===== src/rtl/exe_pkg.sv =====
// Shared issue-stage parameters plus the age and wakeup helpers used by the
// scheduler and its oldest-ready picker.
package exe_pkg;

  localparam int ROBWIDTH = 6;
  localparam int DEPTH    = 4;
  localparam int TAGW     = 6;
  localparam int CNTW     = 3;

  // Distance from the ROB head; modular subtraction keeps it correct across pointer wrap.
  function automatic logic [ROBWIDTH-1:0] rob_age(input logic [ROBWIDTH-1:0] ptr,
                                                  input logic [ROBWIDTH-1:0] head);
    return ptr - head;
  endfunction

  function automatic logic tag_hit(input logic [TAGW-1:0] tag,
                                   input logic [TAGW-1:0] alu_tag,
                                   input logic            alu_vld,
                                   input logic [TAGW-1:0] ls_tag,
                                   input logic            ls_vld);
    return (tag == 6'd0) || (alu_vld && (tag == alu_tag)) || (ls_vld && (tag == ls_tag));
  endfunction

endpackage


===== src/rtl/exe_issue_sched_if.sv =====
// Dispatch, result-broadcast and issue-payload bundle of the issue scheduler.
interface exe_issue_sched_if #(parameter int ROBWIDTH = exe_pkg::ROBWIDTH);

  logic                disp_valid;
  logic                disp_ready;
  logic [31:0]         disp_Instr;
  logic [ROBWIDTH-1:0] disp_ROBPointer;
  logic [5:0]          disp_regA;
  logic [5:0]          disp_regB;
  logic                disp_rdyA;
  logic                disp_rdyB;
  logic [5:0]          fwd_reg_1_COM;
  logic                fwd_data_1_COM_flag;
  logic [5:0]          LS_fwd_reg_COM;
  logic                LS_fwd_data_COM_flag;
  logic                Issue_valid_OUT;
  logic [31:0]         Instr1_OUT;
  logic [ROBWIDTH-1:0] ROBPointer_OUT;
  logic [5:0]          readRegisterA1_OUT;
  logic [5:0]          readRegisterB1_OUT;
  logic [2:0]          Count_OUT;

  modport slave (
    input  disp_valid, disp_Instr, disp_ROBPointer, disp_regA, disp_regB, disp_rdyA, disp_rdyB,
           fwd_reg_1_COM, fwd_data_1_COM_flag, LS_fwd_reg_COM, LS_fwd_data_COM_flag,
    output disp_ready, Issue_valid_OUT, Instr1_OUT, ROBPointer_OUT,
           readRegisterA1_OUT, readRegisterB1_OUT, Count_OUT
  );

  modport master (
    output disp_valid, disp_Instr, disp_ROBPointer, disp_regA, disp_regB, disp_rdyA, disp_rdyB,
           fwd_reg_1_COM, fwd_data_1_COM_flag, LS_fwd_reg_COM, LS_fwd_data_COM_flag,
    input  disp_ready, Issue_valid_OUT, Instr1_OUT, ROBPointer_OUT,
           readRegisterA1_OUT, readRegisterB1_OUT, Count_OUT
  );

endinterface


===== src/rtl/exe_issue_sched_age_select.sv =====
// Combinational DEPTH-way picker: index of the eligible entry closest to the ROB head.
module age_select #(
  parameter int ROBWIDTH = exe_pkg::ROBWIDTH,
  parameter int DEPTH    = exe_pkg::DEPTH,
  parameter int IDXW     = (DEPTH > 1) ? $clog2(DEPTH) : 1
) (
  input  logic [DEPTH-1:0]    elig_i,
  input  logic [ROBWIDTH-1:0] rob_i [DEPTH],
  input  logic [ROBWIDTH-1:0] head_i,
  output logic [IDXW-1:0]     idx_o,
  output logic                any_o
);

  logic [ROBWIDTH-1:0] best_age_s;

  // Linear minimum scan; strict compare keeps the lower index on a tie.
  always_comb begin
    idx_o      = '0;
    any_o      = 1'b0;
    best_age_s = '1;
    for (int i = 0; i < DEPTH; i++) begin
      if (elig_i[i] && (!any_o || (exe_pkg::rob_age(rob_i[i], head_i) < best_age_s))) begin
        any_o      = 1'b1;
        idx_o      = IDXW'(i);
        best_age_s = exe_pkg::rob_age(rob_i[i], head_i);
      end
    end
  end

endmodule


===== src/rtl/exe_issue_sched.sv =====
// Out-of-order issue queue: tag wakeup from two result buses, oldest-ready select
// into a single registered issue slot, with stall and squash.
module exe_issue_sched #(
  parameter int ROBWIDTH = exe_pkg::ROBWIDTH,
  parameter int DEPTH    = exe_pkg::DEPTH
) (
  input  logic                CLK,
  input  logic                RESET,
  input  logic                FREEZE,
  input  logic                FLUSH,
  input  logic [ROBWIDTH-1:0] ROB_head,
  exe_issue_sched_if.slave    bus
);

  localparam int IDXW = (DEPTH > 1) ? $clog2(DEPTH) : 1;

  logic [DEPTH-1:0]    valid_q, valid_d, rdy_a_q, rdy_a_d, rdy_b_q, rdy_b_d;
  logic [31:0]         instr_q [DEPTH];
  logic [31:0]         instr_d [DEPTH];
  logic [ROBWIDTH-1:0] rob_q   [DEPTH];
  logic [ROBWIDTH-1:0] rob_d   [DEPTH];
  logic [5:0]          tag_a_q [DEPTH];
  logic [5:0]          tag_a_d [DEPTH];
  logic [5:0]          tag_b_q [DEPTH];
  logic [5:0]          tag_b_d [DEPTH];

  logic                iss_valid_q, iss_valid_d;
  logic [31:0]         iss_instr_q, iss_instr_d;
  logic [ROBWIDTH-1:0] iss_rob_q, iss_rob_d;
  logic [5:0]          iss_ra_q, iss_ra_d, iss_rb_q, iss_rb_d;
  logic [2:0]          count_q, count_d;

  logic [DEPTH-1:0]    elig_s;
  logic [IDXW-1:0]     sel_idx_s, free_idx_s;
  logic                sel_any_s, disp_ready_s, disp_fire_s, issue_fire_s;

  // Readiness is taken from registered bits only, so a broadcast never wakes and issues in one cycle.
  assign elig_s       = valid_q & rdy_a_q & rdy_b_q;
  assign disp_ready_s = (32'(count_q) < DEPTH);

  age_select #(.ROBWIDTH(ROBWIDTH), .DEPTH(DEPTH), .IDXW(IDXW)) u_age_select (
    .elig_i (elig_s),
    .rob_i  (rob_q),
    .head_i (ROB_head),
    .idx_o  (sel_idx_s),
    .any_o  (sel_any_s)
  );

  // Lowest free slot, judged on pre-issue occupancy so a slot freed this cycle is not reused.
  always_comb begin
    free_idx_s = '0;
    for (int i = DEPTH - 1; i >= 0; i--) begin
      if (!valid_q[i]) begin
        free_idx_s = IDXW'(i);
      end
    end
  end

  // Next-state: wakeup, issue, dispatch, occupancy, then squash overriding all.
  always_comb begin
    valid_d      = valid_q;
    rdy_a_d      = rdy_a_q;
    rdy_b_d      = rdy_b_q;
    instr_d      = instr_q;
    rob_d        = rob_q;
    tag_a_d      = tag_a_q;
    tag_b_d      = tag_b_q;
    iss_valid_d  = iss_valid_q;
    iss_instr_d  = iss_instr_q;
    iss_rob_d    = iss_rob_q;
    iss_ra_d     = iss_ra_q;
    iss_rb_d     = iss_rb_q;
    disp_fire_s  = bus.disp_valid && disp_ready_s;
    issue_fire_s = !FREEZE && sel_any_s;

    for (int i = 0; i < DEPTH; i++) begin
      if (exe_pkg::tag_hit(tag_a_q[i], bus.fwd_reg_1_COM, bus.fwd_data_1_COM_flag,
                           bus.LS_fwd_reg_COM, bus.LS_fwd_data_COM_flag)) begin
        rdy_a_d[i] = 1'b1;
      end
      if (exe_pkg::tag_hit(tag_b_q[i], bus.fwd_reg_1_COM, bus.fwd_data_1_COM_flag,
                           bus.LS_fwd_reg_COM, bus.LS_fwd_data_COM_flag)) begin
        rdy_b_d[i] = 1'b1;
      end
    end

    if (issue_fire_s) begin
      valid_d[sel_idx_s] = 1'b0;
      iss_valid_d        = 1'b1;
      iss_instr_d        = instr_q[sel_idx_s];
      iss_rob_d          = rob_q[sel_idx_s];
      iss_ra_d           = tag_a_q[sel_idx_s];
      iss_rb_d           = tag_b_q[sel_idx_s];
    end else if (!FREEZE) begin
      iss_valid_d = 1'b0;
    end else begin
      iss_valid_d = iss_valid_q;
    end

    if (disp_fire_s) begin
      valid_d[free_idx_s] = 1'b1;
      instr_d[free_idx_s] = bus.disp_Instr;
      rob_d[free_idx_s]   = bus.disp_ROBPointer;
      tag_a_d[free_idx_s] = bus.disp_regA;
      tag_b_d[free_idx_s] = bus.disp_regB;
      rdy_a_d[free_idx_s] = bus.disp_rdyA ||
          exe_pkg::tag_hit(bus.disp_regA, bus.fwd_reg_1_COM, bus.fwd_data_1_COM_flag,
                           bus.LS_fwd_reg_COM, bus.LS_fwd_data_COM_flag);
      rdy_b_d[free_idx_s] = bus.disp_rdyB ||
          exe_pkg::tag_hit(bus.disp_regB, bus.fwd_reg_1_COM, bus.fwd_data_1_COM_flag,
                           bus.LS_fwd_reg_COM, bus.LS_fwd_data_COM_flag);
    end else begin
      valid_d[free_idx_s] = valid_d[free_idx_s];
    end

    count_d = count_q + 3'(disp_fire_s) - 3'(issue_fire_s);

    if (FLUSH) begin
      valid_d     = '0;
      iss_valid_d = 1'b0;
      count_d     = 3'd0;
    end else begin
      count_d = count_d;
    end
  end

  // State registers; reset leaves no entry, readiness or issue state behind.
  always_ff @(posedge CLK or negedge RESET) begin
    if (!RESET) begin
      valid_q     <= '0;
      rdy_a_q     <= '0;
      rdy_b_q     <= '0;
      for (int i = 0; i < DEPTH; i++) begin
        instr_q[i] <= '0;
        rob_q[i]   <= '0;
        tag_a_q[i] <= '0;
        tag_b_q[i] <= '0;
      end
      iss_valid_q <= 1'b0;
      iss_instr_q <= '0;
      iss_rob_q   <= '0;
      iss_ra_q    <= '0;
      iss_rb_q    <= '0;
      count_q     <= 3'd0;
    end else begin
      valid_q     <= valid_d;
      rdy_a_q     <= rdy_a_d;
      rdy_b_q     <= rdy_b_d;
      instr_q     <= instr_d;
      rob_q       <= rob_d;
      tag_a_q     <= tag_a_d;
      tag_b_q     <= tag_b_d;
      iss_valid_q <= iss_valid_d;
      iss_instr_q <= iss_instr_d;
      iss_rob_q   <= iss_rob_d;
      iss_ra_q    <= iss_ra_d;
      iss_rb_q    <= iss_rb_d;
      count_q     <= count_d;
    end
  end

  assign bus.disp_ready         = disp_ready_s;
  assign bus.Issue_valid_OUT    = iss_valid_q;
  assign bus.Instr1_OUT         = iss_instr_q;
  assign bus.ROBPointer_OUT     = iss_rob_q;
  assign bus.readRegisterA1_OUT = iss_ra_q;
  assign bus.readRegisterB1_OUT = iss_rb_q;
  assign bus.Count_OUT          = count_q;

endmodule


===== src/flat_wrapper.sv =====
// flat-port wrapper written by rule: the top's interface ports become plain ports
module exe_issue_sched_flat 
#(
  parameter int ROBWIDTH = exe_pkg::ROBWIDTH,
  parameter int DEPTH    = exe_pkg::DEPTH
)
  (CLK, RESET, FREEZE, FLUSH, ROB_head, bus_disp_valid, bus_disp_Instr, bus_disp_ROBPointer, bus_disp_regA, bus_disp_regB, bus_disp_rdyA, bus_disp_rdyB, bus_fwd_reg_1_COM, bus_fwd_data_1_COM_flag, bus_LS_fwd_reg_COM, bus_LS_fwd_data_COM_flag, bus_disp_ready, bus_Issue_valid_OUT, bus_Instr1_OUT, bus_ROBPointer_OUT, bus_readRegisterA1_OUT, bus_readRegisterB1_OUT, bus_Count_OUT);
  exe_issue_sched_if #(.ROBWIDTH(ROBWIDTH)) bus_i ();
  input  logic CLK;
  input  logic RESET;
  input  logic FREEZE;
  input  logic FLUSH;
  input  logic [ROBWIDTH-1:0] ROB_head;
  input wire logic [$bits(bus_i.disp_valid)-1:0] bus_disp_valid;
  input wire logic [$bits(bus_i.disp_Instr)-1:0] bus_disp_Instr;
  input wire logic [$bits(bus_i.disp_ROBPointer)-1:0] bus_disp_ROBPointer;
  input wire logic [$bits(bus_i.disp_regA)-1:0] bus_disp_regA;
  input wire logic [$bits(bus_i.disp_regB)-1:0] bus_disp_regB;
  input wire logic [$bits(bus_i.disp_rdyA)-1:0] bus_disp_rdyA;
  input wire logic [$bits(bus_i.disp_rdyB)-1:0] bus_disp_rdyB;
  input wire logic [$bits(bus_i.fwd_reg_1_COM)-1:0] bus_fwd_reg_1_COM;
  input wire logic [$bits(bus_i.fwd_data_1_COM_flag)-1:0] bus_fwd_data_1_COM_flag;
  input wire logic [$bits(bus_i.LS_fwd_reg_COM)-1:0] bus_LS_fwd_reg_COM;
  input wire logic [$bits(bus_i.LS_fwd_data_COM_flag)-1:0] bus_LS_fwd_data_COM_flag;
  output wire logic [$bits(bus_i.disp_ready)-1:0] bus_disp_ready;
  output wire logic [$bits(bus_i.Issue_valid_OUT)-1:0] bus_Issue_valid_OUT;
  output wire logic [$bits(bus_i.Instr1_OUT)-1:0] bus_Instr1_OUT;
  output wire logic [$bits(bus_i.ROBPointer_OUT)-1:0] bus_ROBPointer_OUT;
  output wire logic [$bits(bus_i.readRegisterA1_OUT)-1:0] bus_readRegisterA1_OUT;
  output wire logic [$bits(bus_i.readRegisterB1_OUT)-1:0] bus_readRegisterB1_OUT;
  output wire logic [$bits(bus_i.Count_OUT)-1:0] bus_Count_OUT;
  assign bus_i.disp_valid = bus_disp_valid;
  assign bus_i.disp_Instr = bus_disp_Instr;
  assign bus_i.disp_ROBPointer = bus_disp_ROBPointer;
  assign bus_i.disp_regA = bus_disp_regA;
  assign bus_i.disp_regB = bus_disp_regB;
  assign bus_i.disp_rdyA = bus_disp_rdyA;
  assign bus_i.disp_rdyB = bus_disp_rdyB;
  assign bus_i.fwd_reg_1_COM = bus_fwd_reg_1_COM;
  assign bus_i.fwd_data_1_COM_flag = bus_fwd_data_1_COM_flag;
  assign bus_i.LS_fwd_reg_COM = bus_LS_fwd_reg_COM;
  assign bus_i.LS_fwd_data_COM_flag = bus_LS_fwd_data_COM_flag;
  assign bus_disp_ready = bus_i.disp_ready;
  assign bus_Issue_valid_OUT = bus_i.Issue_valid_OUT;
  assign bus_Instr1_OUT = bus_i.Instr1_OUT;
  assign bus_ROBPointer_OUT = bus_i.ROBPointer_OUT;
  assign bus_readRegisterA1_OUT = bus_i.readRegisterA1_OUT;
  assign bus_readRegisterB1_OUT = bus_i.readRegisterB1_OUT;
  assign bus_Count_OUT = bus_i.Count_OUT;
  exe_issue_sched #(.ROBWIDTH(ROBWIDTH), .DEPTH(DEPTH)) u_core (.CLK(CLK), .RESET(RESET), .FREEZE(FREEZE), .FLUSH(FLUSH), .ROB_head(ROB_head), .bus(bus_i));
endmodule

===== config.mk =====
export PLATFORM = sky130hd
export DESIGN_NAME = exe_issue_sched_flat
export DESIGN_NICKNAME = d
export VERILOG_FILES = /design/src/rtl/exe_pkg.sv /design/src/rtl/exe_issue_sched_if.sv /design/src/rtl/exe_issue_sched_age_select.sv /design/src/rtl/exe_issue_sched.sv /design/src/flat_wrapper.sv
export SDC_FILE = /design/constraint.sdc
export NUM_CORES = 1
export LEC_CHECK = 0
export CAP_MARGIN = 10
export CORE_MARGIN = 4
export CORE_UTILIZATION = 40
export DETAILED_ROUTE_END_ITERATION = 12
export GPL_ROUTABILITY_DRIVEN = 0
export PLACE_DENSITY = 0.64
export SLEW_MARGIN = 20
export SYNTH_ARGS = -nofsm -noshare
export SYNTH_HDL_FRONTEND = slang
export SYNTH_SLANG_ARGS = --single-unit

===== constraint.sdc =====
create_clock -name CLK -period 8.3 [get_ports CLK]
set_input_delay 1.66 -clock CLK [delete_from_list [all_inputs] [get_ports CLK]]
set_output_delay 1.66 -clock CLK [all_outputs]
set_load 0.05 [all_outputs]

; Yosys cells after proc, flatten, opt, wreduce, memory -nomap -nowiden
; Index checks and enable logic that the tools add are counted.
[op_classes]
n_addsub = 6
magnitude_cmp = 11
n_eq_ne = 21
n_mux = 60
bitwise_logic = 7
n_reduce_logical = 67
[ops]
columns = operator, n
row1 = bitwise mux 128 bit, 1
row2 = equality test 6 bit, 20
row3 = two-way mux 32 bit, 3
row4 = bitwise mux 24 bit, 3
row5 = binary-select mux 32 bit (select 2 bit), 1
row6 = demux 32 bit (select 2 bit), 1
row7 = logical NOT 6 bit, 10
row8 = two-way mux 6 bit, 10
row9 = binary-select mux 6 bit (select 2 bit), 3
row10 = logical AND 1 bit, 28
row11 = logical OR 1 bit, 25
row12 = subtractor 6 bit, 4
row13 = two-way mux 4 bit, 5
row14 = two-way mux 1 bit, 19
row15 = less-than comparator 6 bit, 3
row16 = AND 4 bit, 3
row17 = bitwise mux 4 bit, 3
row18 = demux 6 bit (select 2 bit), 1
row19 = two-way mux 2 bit, 6
row20 = ">= comparator 3 bit, second input constant", 2
row21 = "less-than comparator 2 x 3 -> 1 bit, second input constant", 2
row22 = inverter 2 -> 3 bit, 2
row23 = demux 1 bit (select 2 bit), 2
row24 = ">= comparator 2 x 1 -> 1 bit, second input constant", 2
row25 = other kinds (10), 13
[word_totals]
ff_bits = 266
in_bits = 77
output_inout_bits = 55
wordCells = 197

; Logic depth before layout (Yosys ltp)
; Gate-level depths: netlist (run 1).
[depth]
depth_word = 27
depth_mapped = 38
depth_no_buf = 34

; Modules after synthesis
; A second synthesis (run 1) with hierarchy kept.
[hier_totals]
hier_cells = 1071
area_unflattened_um2 = 14174.8
[by_module_without_submodules]
columns = module, instances, cells_per_inst, area_each_um2, seq_area_each_um2
row1 = exe_issue_sched, 1, 890, 12758.5, 6656.4
row2 = age_select, 1, 181, 1416.4, 0.0

; Worst setup path after synthesis (run 1)
; Ideal clock, no wire load.
[synth_timing]
kind = input to register
start = input ROB_head[1]
end = register u_core.iss_instr_q[0] (netlist: u_core.bus.Instr1_OUT[0])
setup_ns = 0.138
t_arrival_ns = 8.506
t_required_ns = 8.162
slack_ns = -0.345
cell_stages = 33
n_path_buf = 4
path_cell_list = inv_1 > fa_1 > a21o_1 > a21oi_1 > xnor2_1 > ha_1 > o2111ai_1 > a31oi_1 > a211o_1 > or3_4 > a211o_4 > buf_6 > o21ai_0 > ha_1 > a21oi_1 > o21ai_0 > a211oi_1 > o2111ai_1 > a2111oi_2 > a21o_1 > buf_2 > buf_2 > o21ai_0 > o31a_1 > ha_1 > a211o_1 > o22ai_1 > o31a_1 > nor2_1 > a31o_2 > o21ai_1 > clkbuf_1 > o211ai_1
[synth_between]
elab_chain_len = 18
word_cells_on_any_way = 29
classes_between = 4 x add/sub / 3 x order compare / 12 x mux / 1 x bitwise / 9 x reduce/logical
[synth_rtl]
columns = element, line
row1 = from (decl), flat_wrapper.sv:13  ; input logic [ROBWIDTH-1:0] ROB_head;
row2 = subtractor 6 bit, n/a
row3 = two-way mux 6 bit, exe_issue_sched_age_select.sv:22  ; if (elig_i[i] && (!any_o || (exe_pkg::rob_age(rob_i[i], head_i) < best_age_s))) begin
row4 = less-than comparator 6 bit, exe_issue_sched_age_select.sv:22
row5 = logical OR 1 bit, exe_issue_sched_age_select.sv:22
row6 = logical AND 1 bit, exe_issue_sched_age_select.sv:22
row7 = two-way mux 6 bit or two-way mux 1 bit (tied branches), exe_issue_sched_age_select.sv:22
row8 = less-than comparator 6 bit or logical NOT 1 bit (tied branches), exe_issue_sched_age_select.sv:22
row9 = logical OR 1 bit, exe_issue_sched_age_select.sv:22
row10 = logical AND 1 bit, exe_issue_sched_age_select.sv:22
row11 = two-way mux 6 bit or two-way mux 1 bit (tied branches), exe_issue_sched_age_select.sv:22
row12 = less-than comparator 6 bit or logical NOT 1 bit (tied branches), exe_issue_sched_age_select.sv:22
row13 = logical OR 1 bit, exe_issue_sched_age_select.sv:22
row14 = logical AND 1 bit, exe_issue_sched_age_select.sv:22
row15 = two-way mux 2 bit, exe_issue_sched_age_select.sv:22
row16 = inverter 2 -> 3 bit (not written as such), exe_issue_sched.sv:90  ; iss_instr_d = instr_q[sel_idx_s];
row17 = binary-select mux 32 bit (select 2 bit), exe_issue_sched.sv:90
row18 = two-way mux 32 bit (not written as such) (2 in series), exe_issue_sched.sv:90
row19 = to (signal assigned), exe_issue_sched.sv:154  ; iss_instr_q <= iss_instr_d;
row20 = to (decl), exe_issue_sched.sv:28  ; logic [31:0] iss_instr_q, iss_instr_d;
; Several ways; a longest one is shown, not always the timed one. The select of a mux whose other input is x is not followed.
; A chain may end at the register's enable or synchronous reset.

; Worst setup path after layout (run 1)
[layout_timing]
start = input ROB_head[1]
end = register u_core.iss_instr_q[5] (netlist: u_core.bus.Instr1_OUT[5])
; Same word-level chain as after synthesis.

==> results of run 1 <==
-- flip-flops by register name (all words and copies together) (netlist names) --
register                       cells
u_core.bus.Instr1_OUT             32
u_core.bus.ROBPointer_OUT          6
u_core.tag_b_q                    24
u_core.instr_q                   128
u_core.bus.Issue_valid_OUT         1
u_core.bus.Count_OUT               3
u_core.valid_q                     4
u_core.rob_q                      24
u_core.rdy_b_q                     4
u_core.rdy_a_q                     4
u_core.bus.readRegisterA1_OUT      6
u_core.tag_a_q                    24
u_core.bus.readRegisterB1_OUT      6
-- power by group --
group	switching (W)	internal [W]	total, W
registers	0.000439	0.00177	0.00221
clock network	0.000542	0.000895	0.00144
logic	0.00132	0.00117	0.00249
total	0.00230	0.00383	0.00614
-- how the worst max path moves through the flow --
stage | cells after the start | slack, ns | endpoint
after global routing | 32 | -0.08 | u_core.bus.Instr1_OUT[12]
after global placement | 32 | -0.35 | u_core.bus.readRegisterB1_OUT[0]
after CTS | 32 | 0.09 | u_core.bus.Instr1_OUT[5]
after detailed placement | 32 | -0.57 | u_core.bus.Instr1_OUT[24]
final | 31 | 0.20 | u_core.bus.Instr1_OUT[5]
after floorplan | 33 | 0.01 | u_core.bus.ROBPointer_OUT[3]
-- per-stage QoR --
step                      power [W]  hold slack [ns]  area [um2]  worst slack (ns)
final                       0.00614            0.498       17900             0.200
after global routing        0.00648            0.516       17900           -0.0788
after CTS                   0.00611            0.504       17800            0.0878
after detailed placement    0.00465            0.489       16700            -0.573
after global placement      0.00459            0.483       16700            -0.349
after floorplan             0.00379            0.474       14600           0.00989
-- cell type report --
class	instances	area share
well taps	461	0.0322
flip-flops and latches	266	0.371
clock buffers	43	0.0473
multi-input cells	889	0.421
repair buffers	205	0.110
inverters	27	0.00565
clock inverters	11	0.0126
-- timing repair --
item | 4_1_cts | 5_1_grt
gates cloned | 0 | 1
endpoints found under the setup margin | 1 | 54
pin swaps | 0 | 18
setup buffers | 0 | 8
gates resized for setup | 2 | 29
-- placed cells by master, fill, tap and decap left out, types with 9 or more instances in the layout --
cell type	netlist	layout
a31oi_1	22	21
buf_4	0	64
nor3_1	12	11
nand2_1	51	50
xnor2_1	72	72
xor2_1	66	66
inv_1	26	25
nor2_1	63	61
a21boi_0	30	29
a31o_2	33	33
a21oi_1	33	29
o221a_1	19	19
clkbuf_16	0	29
o32ai_1	32	32
mux2_2	213	213
nand4_1	53	53
o21ai_0	14	9
nor4_1	24	24
a21o_1	11	10
clkdlybuf4s50_1	0	129
ha_1	36	34
o211ai_1	34	34
dfrtp_1	266	266
-- kinds of logic after synthesis --
logic type               Yosys count  share of synthesized area
multiplexers                     217                      0.168
adder cells (fa/ha/maj)           41                     0.0379
XOR/XNOR                         138                     0.0831
buffers and inverters            126                     0.0340
AO/OA/AOI/OAI                    264                      0.141
flip-flops                       266                      0.458
AND/OR/NAND/NOR                  229                     0.0787
-- per-layer routing --
layer,global-route usage,up-vias,share of wire
met5,0,-,0.00047
met4,0.0621,2,0.030
met3,0.0293,63,0.049
met2,0.334,301,0.47
met1,0.298,5714,0.45
li1,-,5006,-
-- worst reg2reg max path, delay by kind of cell (launching register included) --
kind / cells / cell delay (ns)
flops: 1 / 0.35
buf+inv: 5 / 0.65
xor+xnor: 1 / 0.17
simple gates: 1 / 0.35
compound gates: 21 / 4.21
fa+ha+maj: 5 / 1.31
==> results.cfg, run 1 <==
[status]
outcome = complete, no violations

[place]
dp_cells = 1839
dp_hpwl_um = 27500
port_buffers = 131

[timing]
tns_ns = 0
tightestPinTransition_ns = 1.08
min_period_over_period = 0.976
slew_viol_final = 0
slew_headroom = 0.276
setup_viol = 0
finClkSkew_ns = 0.0146
fmax_mhz = 123
hold_viol = 0
min_period_ns = 8.10

[job]
maxCapViolations = 0

[floorplan]
ioPinCount = 132
die-area_um2 = 39500
num_rows = 69
die_w_um = 199
start_util = 0.407
die_h_um = 199
design.core.area_um2 = 35700

[hold_path]
hp-class = flop to flop
hp-start = u_core.bus.ROBPointer_OUT[2]
whs_path_depth = 2
hold_end = u_core.bus.ROBPointer_OUT[2]

[critical_path]
rr_endpoint = u_core.bus.Instr1_OUT[5]
cp-start-kind = primary input
path_max_fanout = 8
setup.worst_path.start = ROB_head[1]
max_stage_delay_ns = 0.49
cpMostUsedCell = ha_1
cp_top_family = compound AO/OA/AOI/OAI gates
path_class = primary input to flop
end_kind = flop
r2r-start = u_core.rob_q[12]
cpMaxStageDelayCell = clkdlybuf4s50_1
r2r_setup_slack_ns = 1.21
arrival_ns = 8.59
path_buf_inv = 5
reg2regPathDepth = 33
worst_ep_required_time_ns = 8.79

[yosys]
yosysMostFrequentCell = dfrtp_1
synthesis.area_um2 = 14500
yosys.area.top_type = dfrtp_1
synth.top_cells.by_area = dfrtp_1 (46%), mux2_2 (16%), xnor2_1 (4.3%)
synth-edff-count = 0
netlist_instances = 1281
yosysSeqAreaShare = 0.458
ys.flop_type = dfrtp_1
ys_seq_elements = 266
syn-num-nets = 1399
ys_top_cells_by_count = dfrtp_1 (266), mux2_2 (213), clkbuf_1 (78), xnor2_1 (72), xor2_1 (66)
synth_cell_types = 56
ys_warn_count = 0
avgSynthCellArea_um2 = 11.4
netlist.area_leader.share = 0.458
synthArstFlopShare = 1.00

[grt]
grt_pass1_vias = 11200
grt_antenna_before_repair = 1
gr-total-overflow = 0
grt_max_degree = 163
grt_pass1_wl_um = 65400
track_usage = 0.209

[routing]
wl_per_cell_um = 22.2
drc = 0
vias = 11100
drt-initial-drc-count = 687
wl_um = 42200
via_per_inst = 5.83
drt_first_pass_iters = 4
postRouteAntennaNets = 0

[cells_and_area]
post-route-util = 0.502
final_nets = 1536
area_growth_pct = 23.3
regArea_um2 = 6660
multiInputGateArea_um2 = 7550
fillers = 3205
fin_cells = 1902
layout-drive-gt1-share = 0.280
antenna_cells = 0

[clocking]
cts.sinks = 266
clk_pin_slew_worst_paths_ns = 0.06
cts_buffers = 29
insertion_delay_ns = 0.56
cts_root_buffer = clkbuf_16
hold_buffers = 0
clock_path_buffers = 3
cts_tree = done
htreeDepth = 1

[power]
max-vdd-ir-drop_v = 0.000326
p_leak_nw = 7.63
power_density_nw_per_um2 = 342
Note: power is estimated with default switching activity, not from simulation.
==> inputs of run 2 (changes only) <==
Settings changed: ABC_AREA set to 1.
==> run 2 against run 1 <==
Net effect: combinational power is 2% lower; flip-flop and latch count did not move; critical endpoint is now u_core.bus.readRegisterB1_OUT[2]; total power decreased by 4.6%.
==> results.cfg, run 2 <==
[routing]
drt-initial-drc-count = 1335
via_per_inst = 5.38
vias = 14500
route.met2.wl_um = 21100
top_layer_used = met5
wl_um = 48500
routed-wl-met3_um = 4140
postRouteAntennaNets = 0
wl_per_cell_um = 18.0
drc = 0
drt_first_pass_iters = 6
wirelength_met1_um = 21700

[cells_and_area]
layout-drive-gt1-share = 0.0375
fillers = 3686
largest_register_ffs = 128
regArea_um2 = 6660
final_nets = 2284
area_growth_pct = 17.3
multiInputGateArea_um2 = 6960
antenna_cells = 0
top_register = u_core.instr_q
layout_commonest_cell = nand2_1
mostFrequentLayoutCells = nand2_1 (728), inv_1 (284), dfrtp_1 (266)

[critical_path]
worst_ep_required_time_ns = 8.77
max_stage_delay_ns = 0.63
cp_top_family = simple AND/OR/NAND/NOR gates
cp-start-kind = primary input
end_kind = flop
path_class = primary input to flop
rr_endpoint = u_core.bus.readRegisterB1_OUT[2]
r2r_setup_slack_ns = 2.19
path_buf_inv = 2
setup.worst_path.start = ROB_head[0]
cp-endpoint = u_core.bus.readRegisterB1_OUT[2]
worstSetupPathDepth = 35
cpMaxStageDelayCell = nand2_4
path_max_fanout = 50
cpMostUsedCell = nand2_1
r2r-start = u_core.rob_q[12]
reg2regPathDepth = 35
arrival_ns = 7.85

[power]
max-vdd-ir-drop_v = 0.000228
p_leak_nw = 8.70
power_density_nw_per_um2 = 329

[yosys]
yosys.area.top_type = dfrtp_1
yosysSeqAreaShare = 0.439
synth_cell_types = 40
synth_top_family_by_area = simple AND/OR/NAND/NOR gates
synth.top_cells.by_area = dfrtp_1 (44%), nand2_1 (18%), inv_1 (7.1%)
synth-edff-count = 0
yosysMostFrequentCell = nand2_1
ys_warn_count = 0
synthAdderAreaFrac = 0.0363
avgSynthCellArea_um2 = 7.22
synthArstFlopShare = 1.00
ys_seq_elements = 266
netlist.area_leader.share = 0.439
yosys.area_share.simple = 0.271
ys.flop_type = dfrtp_1
syn-num-nets = 2218
synth_compound_area_frac = 0.131
synth_xor_xnor_area_share = 0.0179
ys_top_cells_by_count = nand2_1 (729), inv_1 (285), dfrtp_1 (266), o21ai_0 (212), nand3_1 (129)
synthesis.area_um2 = 15200
synthMuxAreaShare = 0
netlist_instances = 2100

[clocking]
hold_buffers = 0
cts_tree = done
postCtsSetupBuffers = 0
htreeDepth = 1
insertion_delay_ns = 0.58
cts-resized-gates = 0
cts.sinks = 266
clk_pin_slew_worst_paths_ns = 0.07
cts_root_buffer = clkbuf_16
clock_path_buffers = 3
cts_buffers = 30

[grt]
grt_pass1_wl_um = 77700
track_usage = 0.232
grt_max_degree = 166
grt_pass1_vias = 14300
grt_antenna_before_repair = 1
gr-total-overflow = 0

[job]
maxCapViolations = 0

[timing]
min_period_ns = 7.38
setup_viol = 0
hold_viol = 0
min_period_over_period = 0.889
finClkSkew_ns = 0.0125
slew_viol_final = 0
tns_ns = 0
slew_headroom = 0.337
rsz0062_at_grt = no
tightestPinTransition_ns = 0.995
fin_hold_ws_ns = 0.476
fmax_mhz = 136

[floorplan]
die_w_um = 203
die-area_um2 = 41100
design.core.area_um2 = 37600
ioPinCount = 132
start_util = 0.404
num_rows = 71
die_h_um = 203

[place]
port_buffers = 131
dp_hpwl_um = 31300

[hold_path]
hp-class = flop to flop

[status]
outcome = complete, no violations
[run 2: changes by cell type after synthesis, moves of 44 or more]
cell	before	now
xor2_1	66	22
mux2_2	213	0
o21ai_0	14	212
nand3_1	4	129
xnor2_1	72	9
nand2_1	51	729
inv_1	26	285
[run 2: area by class of cell]
cell class | count | area share
Tap cell | 511 | 0.0359
Clock buffer | 43 | 0.0466
Sequential cell | 266 | 0.374
Clock inverter | 8 | 0.00738
Multi-Input combinational cell | 1423 | 0.391
Inverter | 299 | 0.0631
Timing Repair Buffer | 146 | 0.0817
[run 2: worst min path at each step]
stage,endpoint,depth (start not counted),startpoint,slack [ns]
after global routing,u_core.bus.readRegisterA1_OUT[4],2,u_core.bus.readRegisterA1_OUT[4],0.49
after global placement,u_core.bus.readRegisterA1_OUT[4],2,u_core.bus.readRegisterA1_OUT[4],0.46
after detailed placement,u_core.bus.readRegisterA1_OUT[2],2,u_core.bus.readRegisterA1_OUT[2],0.47
after floorplan,u_core.instr_q[100],2,u_core.instr_q[100],0.45
final,u_core.bus.Instr1_OUT[30],2,u_core.bus.Instr1_OUT[30],0.48
after CTS,u_core.bus.readRegisterA1_OUT[2],2,u_core.bus.readRegisterA1_OUT[2],0.48
[run 2: report_power, final]
group          leakage [nW]  total [W]  internal, W  switching (W)
clock                 0.449    0.00131     0.000757       0.000551
combinational          5.27    0.00245     0.000843        0.00161
sequential             2.98    0.00210      0.00178       0.000321
total                  8.70    0.00585      0.00337        0.00248
[run 2: through the flow]
step	worst slack, ns	power, W	area [um2]	utilization	std cells
floorplan	1.90	0.00374	15200	-	2100
global placement	0.590	0.00449	16800	0.448	2645
detailed placement	0.456	0.00453	16800	0.448	2645
CTS	1.03	0.00587	17800	0.473	2696
global route	0.264	0.00628	17800	0.474	2696
finish	0.921	0.00585	17800	0.474	2696
[run 2: logic make-up after synthesis]
family | count (synthesis)
compound gates | 343
xor+xnor | 31
fa+ha+maj | 41
buf+inv | 411
flops | 266
simple gates | 1008
[run 2: worst reg2reg max path, delay by kind of cell, from the launching register on]
family | cells | cell delay, ns
fa+ha+maj | 5 | 1.46
buf+inv | 2 | 0.19
simple gates | 21 | 2.61
xor+xnor | 1 | 0.28
flops | 1 | 0.36
compound gates | 6 | 1.12
[run 2: metal layers]
metal / global-route usage / up-vias
met3: 0.0426 / 130
met1: 0.332 / 6850
li1: - / 6846
met4: 0.0810 / 2
met2: 0.355 / 676
met5: 0 / -
==> inputs of run 3 (changes only) <==
Settings changed: MAX_ROUTING_LAYER set to met4, SYNTH_HIERARCHICAL set to 1.
==> run 3 against run 2 <==
Net effect: worst setup slack got worse by 0.035 ns; utilization increased by 0.50 points; clock power about the same; total power decreased by 2.5%; critical endpoint is now u_core/bus.Instr1_OUT[7]; sequential power increased by 4%; combinational power decreased by 8.6%; synthesized area decreased by 5.6%; cell area decreased by 4.8%; sequential share of layout area increased by 1.9 points; register-to-register slack got worse by 0.28 ns; critical path type unchanged.
==> results.cfg, run 3 <==
[critical_path]
cpMostUsedCell = nand2_1
end_kind = flop
path_max_fanout = 38
path_class = primary input to flop
cpMaxStageDelayCell = buf_4
setup.worst_path.start = ROB_head[0]
arrival_ns = 7.89
max_stage_delay_ns = 0.52
worst_ep_required_time_ns = 8.78
r2r-start = u_core/rdy_b_q[0]
cp-start-kind = primary input

[grt]
grt_max_degree = 120
grt_pass1_wl_um = 70800
track_usage = 0.232
grt_antenna_before_repair = 0
gr-total-overflow = 0
grt_pass1_vias = 12800

[job]
maxCapViolations = 0

[clocking]
htreeDepth = 1
clock_path_buffers = 3
hold_buffers = 0
cts_buffers = 29
postCtsSetupBuffers = 0
clk_pin_slew_worst_paths_ns = 0.06
cts_tree = done
cts_root_buffer = clkbuf_16
insertion_delay_ns = 0.55
cts.sinks = 266
cts-resized-gates = 0

[yosys]
syn-num-nets = 2011
yosysMostFrequentCell = nand2_1
netlist_instances = 1894
ys.flop_type = dfrtp_1
synth.top_cells.by_area = dfrtp_1 (46%), nand2_1 (18%), o21ai_0 (6.2%)
ys_warn_count = 6
synth_compound_area_frac = 0.142
yosys.area.top_type = dfrtp_1
synthAdderAreaFrac = 0.0376
netlist.area_leader.share = 0.465
avgSynthCellArea_um2 = 7.56
synth-edff-count = 0
synthArstFlopShare = 1.00
synthesis.area_um2 = 14300
ys_seq_elements = 266
yosys.area_share.simple = 0.261
synth_cell_types = 41
yosysSeqAreaShare = 0.465
synth_top_family_by_area = simple AND/OR/NAND/NOR gates
synthMuxAreaShare = 0
ys_top_cells_by_count = nand2_1 (682), dfrtp_1 (266), o21ai_0 (178), inv_1 (177), nor2_1 (109)
synth_xor_xnor_area_share = 0.0159

[timing]
tightestPinTransition_ns = 1.01
hold_viol = 0
slew_viol_final = 0
tns_ns = 0
rsz0062_at_grt = no
timing.final.ws_setup_ns = 0.886
slew_headroom = 0.322
min_period_ns = 7.41
fmax_mhz = 135
setup_viol = 0
finClkSkew_ns = 0.0111
min_period_over_period = 0.893

[routing]
wl_per_cell_um = 18.2
via_per_inst = 5.41
drt-initial-drc-count = 1411
postRouteAntennaNets = 0
drt_first_pass_iters = 6
vias = 13300
drc = 0
wl_um = 44700

[power]
p_switching_w = 0.00238
max-vdd-ir-drop_v = 0.000213
p_clk_frac = 0.227
sequentialPowerShare = 0.381
p_leak_nw = 8.06
p_int_w = 0.00333
swShare = 0.417
combPwrFrac = 0.392
power_density_nw_per_um2 = 337

[cells_and_area]
layout_commonest_cell = nand2_1
top_register = u_core/instr_q
antenna_cells = 0
final_nets = 2095
fin_area_um2 = 16900
largest_register_ffs = 128
mostFrequentLayoutCells = nand2_1 (681), dfrtp_1 (266), o21ai_0 (178)
layout-drive-gt1-share = 0.0475
area_growth_pct = 18.3

[place]
dp_slack_ns = 0.390
dp_hpwl_um = 28500
dpl_cell_area_um2 = 15900
port_buffers = 131

[floorplan]
num_rows = 69
start_util = 0.404
die-area_um2 = 38900
ioPinCount = 132
die_w_um = 197
design.core.area_um2 = 35400
die_h_um = 197

[status]
outcome = complete, no violations

[hold_path]
hp-class = flop to flop
hp-start = u_core/instr_q[95]
## run 3: cell count changes in the layout (fill, tap and decap cells not counted), moves of 28 or more
| cell | previous run | this run |
|---|---|---|
| nand2_1 | 728 | 681 |
| a22oi_1 | 0 | 28 |
| o21ai_0 | 212 | 178 |
| nand3_1 | 129 | 44 |
| o21ai_1 | 0 | 72 |
| inv_1 | 284 | 176 |
## run 3: cell families after synthesis
| logic type | count (synthesis) |
|---|---|
| flip-flops | 266 |
| AO/OA/AOI/OAI | 366 |
| XOR/XNOR | 26 |
| buffers and inverters | 277 |
| adder cells (fa/ha/maj) | 40 |
| AND/OR/NAND/NOR | 919 |
## run 3: power by group through the flow
| stage | clock network [W] | logic (W) | registers (W) |
|---|---|---|---|
| floorplan | 0 | 0.00116 | 0.00247 |
| finish | 0.00130 | 0.00224 | 0.00218 |
| detailed placement | 0 | 0.00222 | 0.00218 |
| global route | 0.00138 | 0.00248 | 0.00223 |
| global placement | 0 | 0.00217 | 0.00218 |
| CTS | 0.00133 | 0.00223 | 0.00217 |
## run 3: final cells by class
cell class	instances	area, um2
Sequential cell	266	6660
Clock inverter	12	109
Inverter	187	702
Tap cell	461	577
Clock buffer	42	865
Fill cell	3531	18500
Multi-Input combinational cell	1351	6590
Timing Repair Buffer	143	1440
## run 3: path summary, 6_finish.rpt
check                                            endpoint  depth (start not counted)  slack (ns)
worst max-delay path             u_core/bus.Instr1_OUT[7]                         39        0.89
worst max register to register   u_core/bus.Instr1_OUT[7]                         38        1.91
max in group asynchronous       u_core/bus.Instr1_OUT[21]                          2        5.55
worst min-delay path                   u_core/instr_q[95]                          2        0.49
worst min register to register         u_core/instr_q[95]                          2        0.49
min in group asynchronous               u_core/tag_b_q[5]                          1        1.21
## run 3: worst max-delay path, delay by kind of cell
| family | cells | cell delay (ns) |
|---|---|---|
| simple gates | 25 | 2.39 |
| fa+ha+maj | 5 | 1.56 |
| buf+inv | 3 | 1.27 |
| compound gates | 6 | 0.97 |
## run 3: metal layers
metal / share of wire / global-route usage / vias up / wire length [um]
met5: 0 / - / - / 0
met4: 0.033 / 0.0727 / 0 / 1490
met3: 0.078 / 0.0333 / 121 / 3490
met2: 0.45 / 0.351 / 577 / 20000
met1: 0.44 / 0.327 / 6322 / 19700
li1: - / - / 6289 / -
## run 3: metrics by stage
| step | std cells | util | power [W] | hold WS (ns) |
|---|---|---|---|---|
| 6_report | 2462 | 0.479 | 0.00571 | 0.486 |
| 5_1_grt | 2462 | 0.479 | 0.00609 | 0.507 |
| 4_1_cts | 2461 | 0.478 | 0.00572 | 0.489 |
| 3_5_place_dp | 2407 | 0.450 | 0.00440 | 0.473 |
| 3_3_place_gp | 2407 | 0.450 | 0.00434 | 0.467 |
| 2_1_floorplan | 1894 | - | 0.00363 | 0.453 |
